## config.mk

```make
export PLATFORM = sky130hd
export DESIGN_NAME = fetch_stage
export DESIGN_NICKNAME = d
export VERILOG_FILES = /design/src/rtl/fetch_stage.sv
export SDC_FILE = /design/constraint.sdc
export NUM_CORES = 1
export LEC_CHECK = 0
export ABC_AREA = 1
export CORE_ASPECT_RATIO = 1.75
export CORE_MARGIN = 2
export CORE_UTILIZATION = 40
export CTS_BUF_LIST = sky130_fd_sc_hd__clkbuf_2 sky130_fd_sc_hd__clkbuf_4 sky130_fd_sc_hd__clkbuf_8
export CTS_CLUSTER_SIZE = 12
export DETAILED_ROUTE_END_ITERATION = 16
export GPL_TIMING_DRIVEN = 0
export PLACE_DENSITY = 0.73
export REMOVE_ABC_BUFFERS = 1
export SYNTH_ARGS = -nofsm -noshare
export SYNTH_HDL_FRONTEND = slang
export SYNTH_SLANG_ARGS = --single-unit
```

## constraint.sdc

```tcl
create_clock -name i_clk -period 1.5 [get_ports i_clk]
set_input_delay 0.225 -clock i_clk [delete_from_list [all_inputs] [get_ports i_clk]]
set_output_delay 0.225 -clock i_clk [all_outputs]
set_load 0.02 [all_outputs]
```

## src/rtl/fetch_stage.sv

```systemverilog
// RV32I instruction fetch stage: owns the PC, issues one outstanding word read to
// instruction memory and hands each returned word with its PC to decode.
module fetch_stage #(
  parameter int unsigned       WIDTH    = 32,
  parameter logic [WIDTH-1:0]  RESET_PC = '0
) (
  input  logic             i_clk,
  input  logic             i_rst_n,
  output logic             o_imem_req,
  output logic [WIDTH-1:0] o_imem_addr,
  input  logic             i_imem_gnt,
  input  logic             i_imem_rvalid,
  input  logic [WIDTH-1:0] i_imem_rdata,
  input  logic             i_redirect,
  input  logic [WIDTH-1:0] i_redirect_pc,
  output logic [WIDTH-1:0] o_instruction,
  output logic [WIDTH-1:0] o_pc,
  output logic             o_valid,
  input  logic             i_ready
);

  typedef enum logic {FETCH, WAIT} state_t;

  state_t           state_reg;
  logic [WIDTH-1:0] pc_reg;
  logic             discard_reg;
  logic [WIDTH-1:0] instr_reg;
  logic [WIDTH-1:0] out_pc_reg;
  logic             valid_reg;

  // Reset gates the request so memory never sees one while reset is held.
  assign o_imem_req    = i_rst_n && (state_reg == FETCH) && (!valid_reg || i_ready) && !i_redirect;
  assign o_imem_addr   = {pc_reg[WIDTH-1:2], 2'b00};
  assign o_instruction = instr_reg;
  assign o_pc          = out_pc_reg;
  assign o_valid       = valid_reg;

  always_ff @(posedge i_clk or negedge i_rst_n) begin
    if (!i_rst_n) begin
      state_reg   <= FETCH;
      pc_reg      <= RESET_PC;
      discard_reg <= 1'b0;
      instr_reg   <= '0;
      out_pc_reg  <= '0;
      valid_reg   <= 1'b0;
    end else if (i_redirect) begin
      pc_reg    <= {i_redirect_pc[WIDTH-1:2], 2'b00};
      valid_reg <= 1'b0;
      if (state_reg == WAIT) begin
        // A response still in flight must be swallowed when it finally arrives.
        if (i_imem_rvalid) begin
          state_reg   <= FETCH;
          discard_reg <= 1'b0;
        end else begin
          discard_reg <= 1'b1;
        end
      end
    end else begin
      if (valid_reg && i_ready)
        valid_reg <= 1'b0;
      case (state_reg)
        FETCH: begin
          if (o_imem_req && i_imem_gnt) begin
            state_reg   <= WAIT;
            discard_reg <= 1'b0;
          end
        end
        WAIT: begin
          if (i_imem_rvalid) begin
            if (!discard_reg) begin
              instr_reg  <= i_imem_rdata;
              out_pc_reg <= pc_reg;
              valid_reg  <= 1'b1;
              pc_reg     <= pc_reg + WIDTH'(4);
            end
            state_reg   <= FETCH;
            discard_reg <= 1'b0;
          end
        end
        default: state_reg <= FETCH;
      endcase
    end
  end

endmodule
```

== Word level (Yosys, flattened, before mapping) ==
Cells that the tools add are included.
Word-level totals
  output and inout bits: 98
  word-level logic and storage cells: 46
  register bits: 99
Cells by class
  add/subtract/negate cells: 1
  bitwise logic cells: 3
  multiplexer cells: 19
  reductions and logical operators: 13
  equal/unequal tests: 4
Operator list (number)
  32-bit 2-to-1 mux: 4
  32-bit by 3-bit adder with 32-bit output, second input constant: 1
  1-bit 2-to-1 mux: 13
  3-bit AND reduction: 2
  1-bit logical AND: 5
  1-bit one-hot mux with 2 select lines: 2
  4-bit AND reduction: 1
  2-bit nonzero test: 2
  3-bit by 2-bit inequality test with 1-bit output, second input constant: 1
  3-bit inequality test, second input constant: 1
  1-bit NOT: 3
  1-bit zero test: 2
  2-bit by 1-bit inequality test with 1-bit output, second input constant: 1
  2-bit inequality test, second input constant: 1
  1-bit logical OR: 1

== Depth between registers and ports, before layout ==
  word-level depth: 8
  depth in mapped cells: 8
  depth with buffers taken out: 8

== Least setup slack after synthesis ==
OpenSTA, ideal clock, no wires.
  path kind: reg-to-reg
  start point: register pc_reg[2]
  end point: register pc_reg[28]
  data required time: 1376 ps
  stages on the path, launching flop included: 9
  clock period less this slack: 1485 ps
  slack: 15 ps
  buffers on the path: 0
  library setup time: 124 ps
  data arrival time: 1361 ps
  cells stage by stage: dfrtp_1 > ha_1 > nand2_1 > nor2_4 > nand3_1 > inv_1 > nand2_1 > nand2_1 > nand3_1
On the way
  longest elaborated chain between the ends: 5
RTL lines
  start: declaration: line 25  | logic [WIDTH-1:0] pc_reg;
  start signal: assignment: line 47  | pc_reg <= {i_redirect_pc[WIDTH-1:2], 2'b00};
  start signal: assignment: line 74  | pc_reg <= pc_reg + WIDTH'(4);
  32-bit by 3-bit adder with 32-bit output: line 74
  32-bit 2-to-1 mux: line 70  | if (!discard_reg) begin
  32-bit 2-to-1 mux: line 69  | if (i_imem_rvalid) begin
  32-bit 2-to-1 mux: line 61  | case (state_reg)
  32-bit 2-to-1 mux: line 46  | end else if (i_redirect) begin
No other way between the ends. The select of a mux whose other input is x is not followed.
A chain may end at the register's enable or synchronous reset.

== Worst setup path after layout ==
  start point: register pc_reg[2]
  end point: register pc_reg[22]
The elaborated chain is that of the path after synthesis.

==> summary by stage <==
Run status
The flow ran to the end, and the final reports show no timing, DRC or antenna violations.

Worst setup path
Data on the critical path is required at its endpoint by 1.76 ns. Of all nets on the critical path, the largest fanout is 5. Counting cells, the worst reg-to-reg path comes to 9. The endpoint arrival time on the critical path is between 1.5 and 2 ns. The worst setup path is launched from a register. The capturing element type of the critical path is a register. The kind of critical path is reg2reg.

Power and ir drop
Registers are responsible for a little over two fifths of the overall power. The static leakage power is about 3.4 nW. The clock network burns 20.2% of the power. The total power is between 8 and 9 mW. The worst-case IR drop observed on VDD is 0.625 mV.

In this run switching power makes up 38.5% of total power. The logic gate share of total power is 37.0%. In this run the power density over the cells is 1260 mW/mm^2.

The net switching power is 3.34 mW. Internal power comes to 5.33 mW.

Clock tree
The buffer depth of the longest clock path is 2. The clock latency reported for the late side of the worst-skew pair is 0.37 ns. The number of levels in the clock H-tree is 3. The clock sink count is between 90 and 100. The number of clock buffers inserted by TritonCTS is 9. The library cell used as clock root buffer is clkbuf_8. Clock-pin slew was measured on the worst setup and hold paths at ~0.1 ns.

TritonCTS built the clock tree.

STA
The number of endpoints with negative hold slack in the final report is 0. Counting I/O delays and the setup requirement, the final critical path takes 1.49 ns. The worst clock skew on the final layout is 0.0104 ns. The aggregate negative setup slack is 0 ns.

Setup violations remaining at the end of the flow were counted as 0. The highest attainable clock frequency is ~670 MHz. The final count of pins violating max slew was 0. After layout, the worst path uses 99.3% of the clock period.

The slack of the critical path is between 0.01 and 0.015 ns. Setup repair after global routing could not meet its margin everywhere.

Layout
Cells with a size suffix above 1 make up 8.98% of the layout. The register with the most flip-flops in the layout has 32 of them. The repair_antennas step left the layout with diodes totalling 0. For this run, the number of standard cells in the final layout without fillers is 937.

Fill cells in the final layout number 1073. The area added between synthesis and finish is 45.0%. At the end of the flow, the number of nets in the layout was ~870.

GRT
The first global-routing pass estimated around 24 mm of wire. Entering global routing, the biggest net connects 51 pins. The number of antenna violations at the first check in global routing is 0.

The overall global routing resource usage is 24.6%. The number of global-route vias before repair is 5004. For this run the aggregate overflow at the end of global routing stands at 0.

Detailed routing
Detailed routing inserted a total of roughly 4700 vias. The final layout contains routed wiring with a total length of 15.3 mm. Using the TritonRoute via totals, the vias-per-cell ratio works out to 5.06.

For this run, the detailed router's first-pass iteration total came to 4. In the routed design, unresolved DRC markers number 0. The average wire length per cell after detail routing is 16.3 um.

The count of nets left with antenna violations once routing finished came out at 0. The number of DRC violations after detailed-routing iteration 0 is 209.

Worst hold path
The path category of the worst min-delay check is in2reg. The worst hold path was traced through 4 stages.

Floorplan
Measured along the x axis, the die boundary spans ~86 um. After floorplanning, the core was sized to cover roughly 0.012 mm^2. The height of the die is 148 um. The number of rows in the core area is 52.

The starting density of the core is 40.9%. The floorplan step defined a die boundary enclosing 0.0128 mm^2. In this run the count of I/O pins placed on the die edge is roughly 170.

Synthesis
In the synthesized netlist, the cells that appear most often are 221 x nand2_1, 95 x dfrtp_1, 91 x nor2_1. The post-synthesis mux area share is 0%. Counting flops with an async set or reset pin after synthesis yields a share of 100%. The number of synthesized register bits is 95.

The area share of and/or/nand/nor cells after synthesis is around a third. The most used flip-flop cell after synthesis is dfrtp_1. In this run the biggest area consumer among cell types represents roughly 50% of the synthesized area.

The xor and xnor area share after synthesis is 0.740%. After synthesis, flip-flops and latches occupy 50.2% of the total area. The adder-cell share of the synthesized area is less than 1%. The count of mapped cells out of synthesis is 628. The synthesized netlist devotes 6.71% of its cell area to compound gates. The synthesized area per cell is between 7 and 8 um^2.

Yosys mapped a number of flops with a built-in enable equal to 0. The count of different cell masters after synthesis is 30. The dominant cell by count in the synthesized netlist is nand2_1. Summed over all instances, the cell type with the most area after synthesis is dfrtp_1. In the post-synthesis netlist, the biggest area contributors are dfrtp_1 50%, nand2_1 18%, nor2_1 7.2%. The cell area that synthesis handed to floorplanning was around 0.0047 mm^2. The synthesis warning total is 0. The combinational family with the most area after synthesis is simple AND/OR/NAND/NOR gates.

Placed design
The HPWL reported at the end of detailed placement is 9.75 mm. Prior to clock tree synthesis, the placed netlist has a worst setup slack of -1.55 ns. The number of placed instances, taps included, is 901. The placer congestion estimate is 0.830.

The port buffer count is 161.

Job
Across the run, the number of max-cap violations was 0.
[cell type report]
type | instances | area [um^2] | area share (%)
well taps | 135 | 169 | 2.46
clock inverters | 5 | 58.8 | 0.856
repair buffers | 179 | 1720 | 25.1
repair inverters | 1 | 11.3 | 0.164
clock buffers | 10 | 138 | 2.00
inverters | 59 | 250 | 3.64
flip-flops and latches | 95 | 2380 | 34.7
multi-input cells | 453 | 2130 | 31.1
[path summary, 6_finish.rpt]
| path | startpoint | end | slack [ns] |
|---|---|---|---|
| worst min register to register | o_instruction[18] | o_instruction[18] | 0.48 |
| worst max register to register | pc_reg[2] | pc_reg[22] | 0.01 |
| worst min-delay path | i_rst_n | state_reg | 0.29 |
| min in group asynchronous | i_rst_n | o_instruction[24] | 0.48 |
| max in group asynchronous | i_rst_n | pc_reg[4] | 0.73 |
| worst max-delay path | pc_reg[2] | pc_reg[22] | 0.01 |
[routing by layer]
metal	track usage [%]	part of all wire, %
met5	0	0
met4	11.3	3.4
met3	3.96	5.1
met2	45.4	54
met1	27.0	37
[cell families after synthesis]
family / Yosys count
AOI/OAI and AO/OA: 60
and+or+nand+nor: 381
other: 1
DFF: 95
adders and majority gates: 1
buffers and inverters: 86
xor gates and xnor gates: 4
[through the flow]
step | hold slack, ns | cell area [um^2] | util, %
floorplan | -0.0706 | 4590 | -
global placement | 0.461 | 6370 | 55.0
detailed placement | 0.226 | 6390 | 55.2
CTS | 0.264 | 6780 | 58.5
global route | 0.312 | 6870 | 59.3
finish | 0.290 | 6870 | 59.3
[cells in the final DEF (no fill, tap or decap), types with 5 or more instances in the layout]
master,synthesis,layout
inv_1,56,55
nand3_1,38,36
clkdlybuf4s50_1,0,65
o21ai_0,47,44
clkbuf_8,0,10
dfrtp_1,95,90
buf_4,6,9
nand2_4,3,7
nand2_1,221,219
dlygate4sd2_1,0,93
nor2_1,91,89
nand3b_1,8,8
o21ai_1,3,6
dfrtp_2,0,5
nor2_2,6,6
nor2_4,6,8
[power groups by stage]
stage | Clock (mW) | Sequential [mW] | Combinational (mW)
6_report | 1.75 | 3.71 | 3.21
5_1_grt | 1.88 | 3.80 | 3.47
4_1_cts | 1.79 | 3.71 | 3.21
3_5_place_dp | 0 | 3.77 | 3.56
3_3_place_gp | 0 | 3.75 | 3.49
2_1_floorplan | 0 | 4.56 | 0.788
[critical path: stages (launching register included)]
cell and delay, ns:
dfrtp_1 0.37, buf_6 0.12, ha_4 0.15, nand2_4 0.06, nor2_4 0.19, nand2_4 0.13, nor2_4 0.16, nand2_1 0.07
nand2_1 0.06, nand3_1 0.06
[repair_timing]
item,CTS,global route
hold buffers,6,0
gates resized for setup,120,18
pin swaps,10,10
hold endpoints to repair,35,0
buffers inserted,6,4
setup endpoints to repair,185,23
cloned,5,0
No activity file was read; power rests on OpenSTA's default activity.
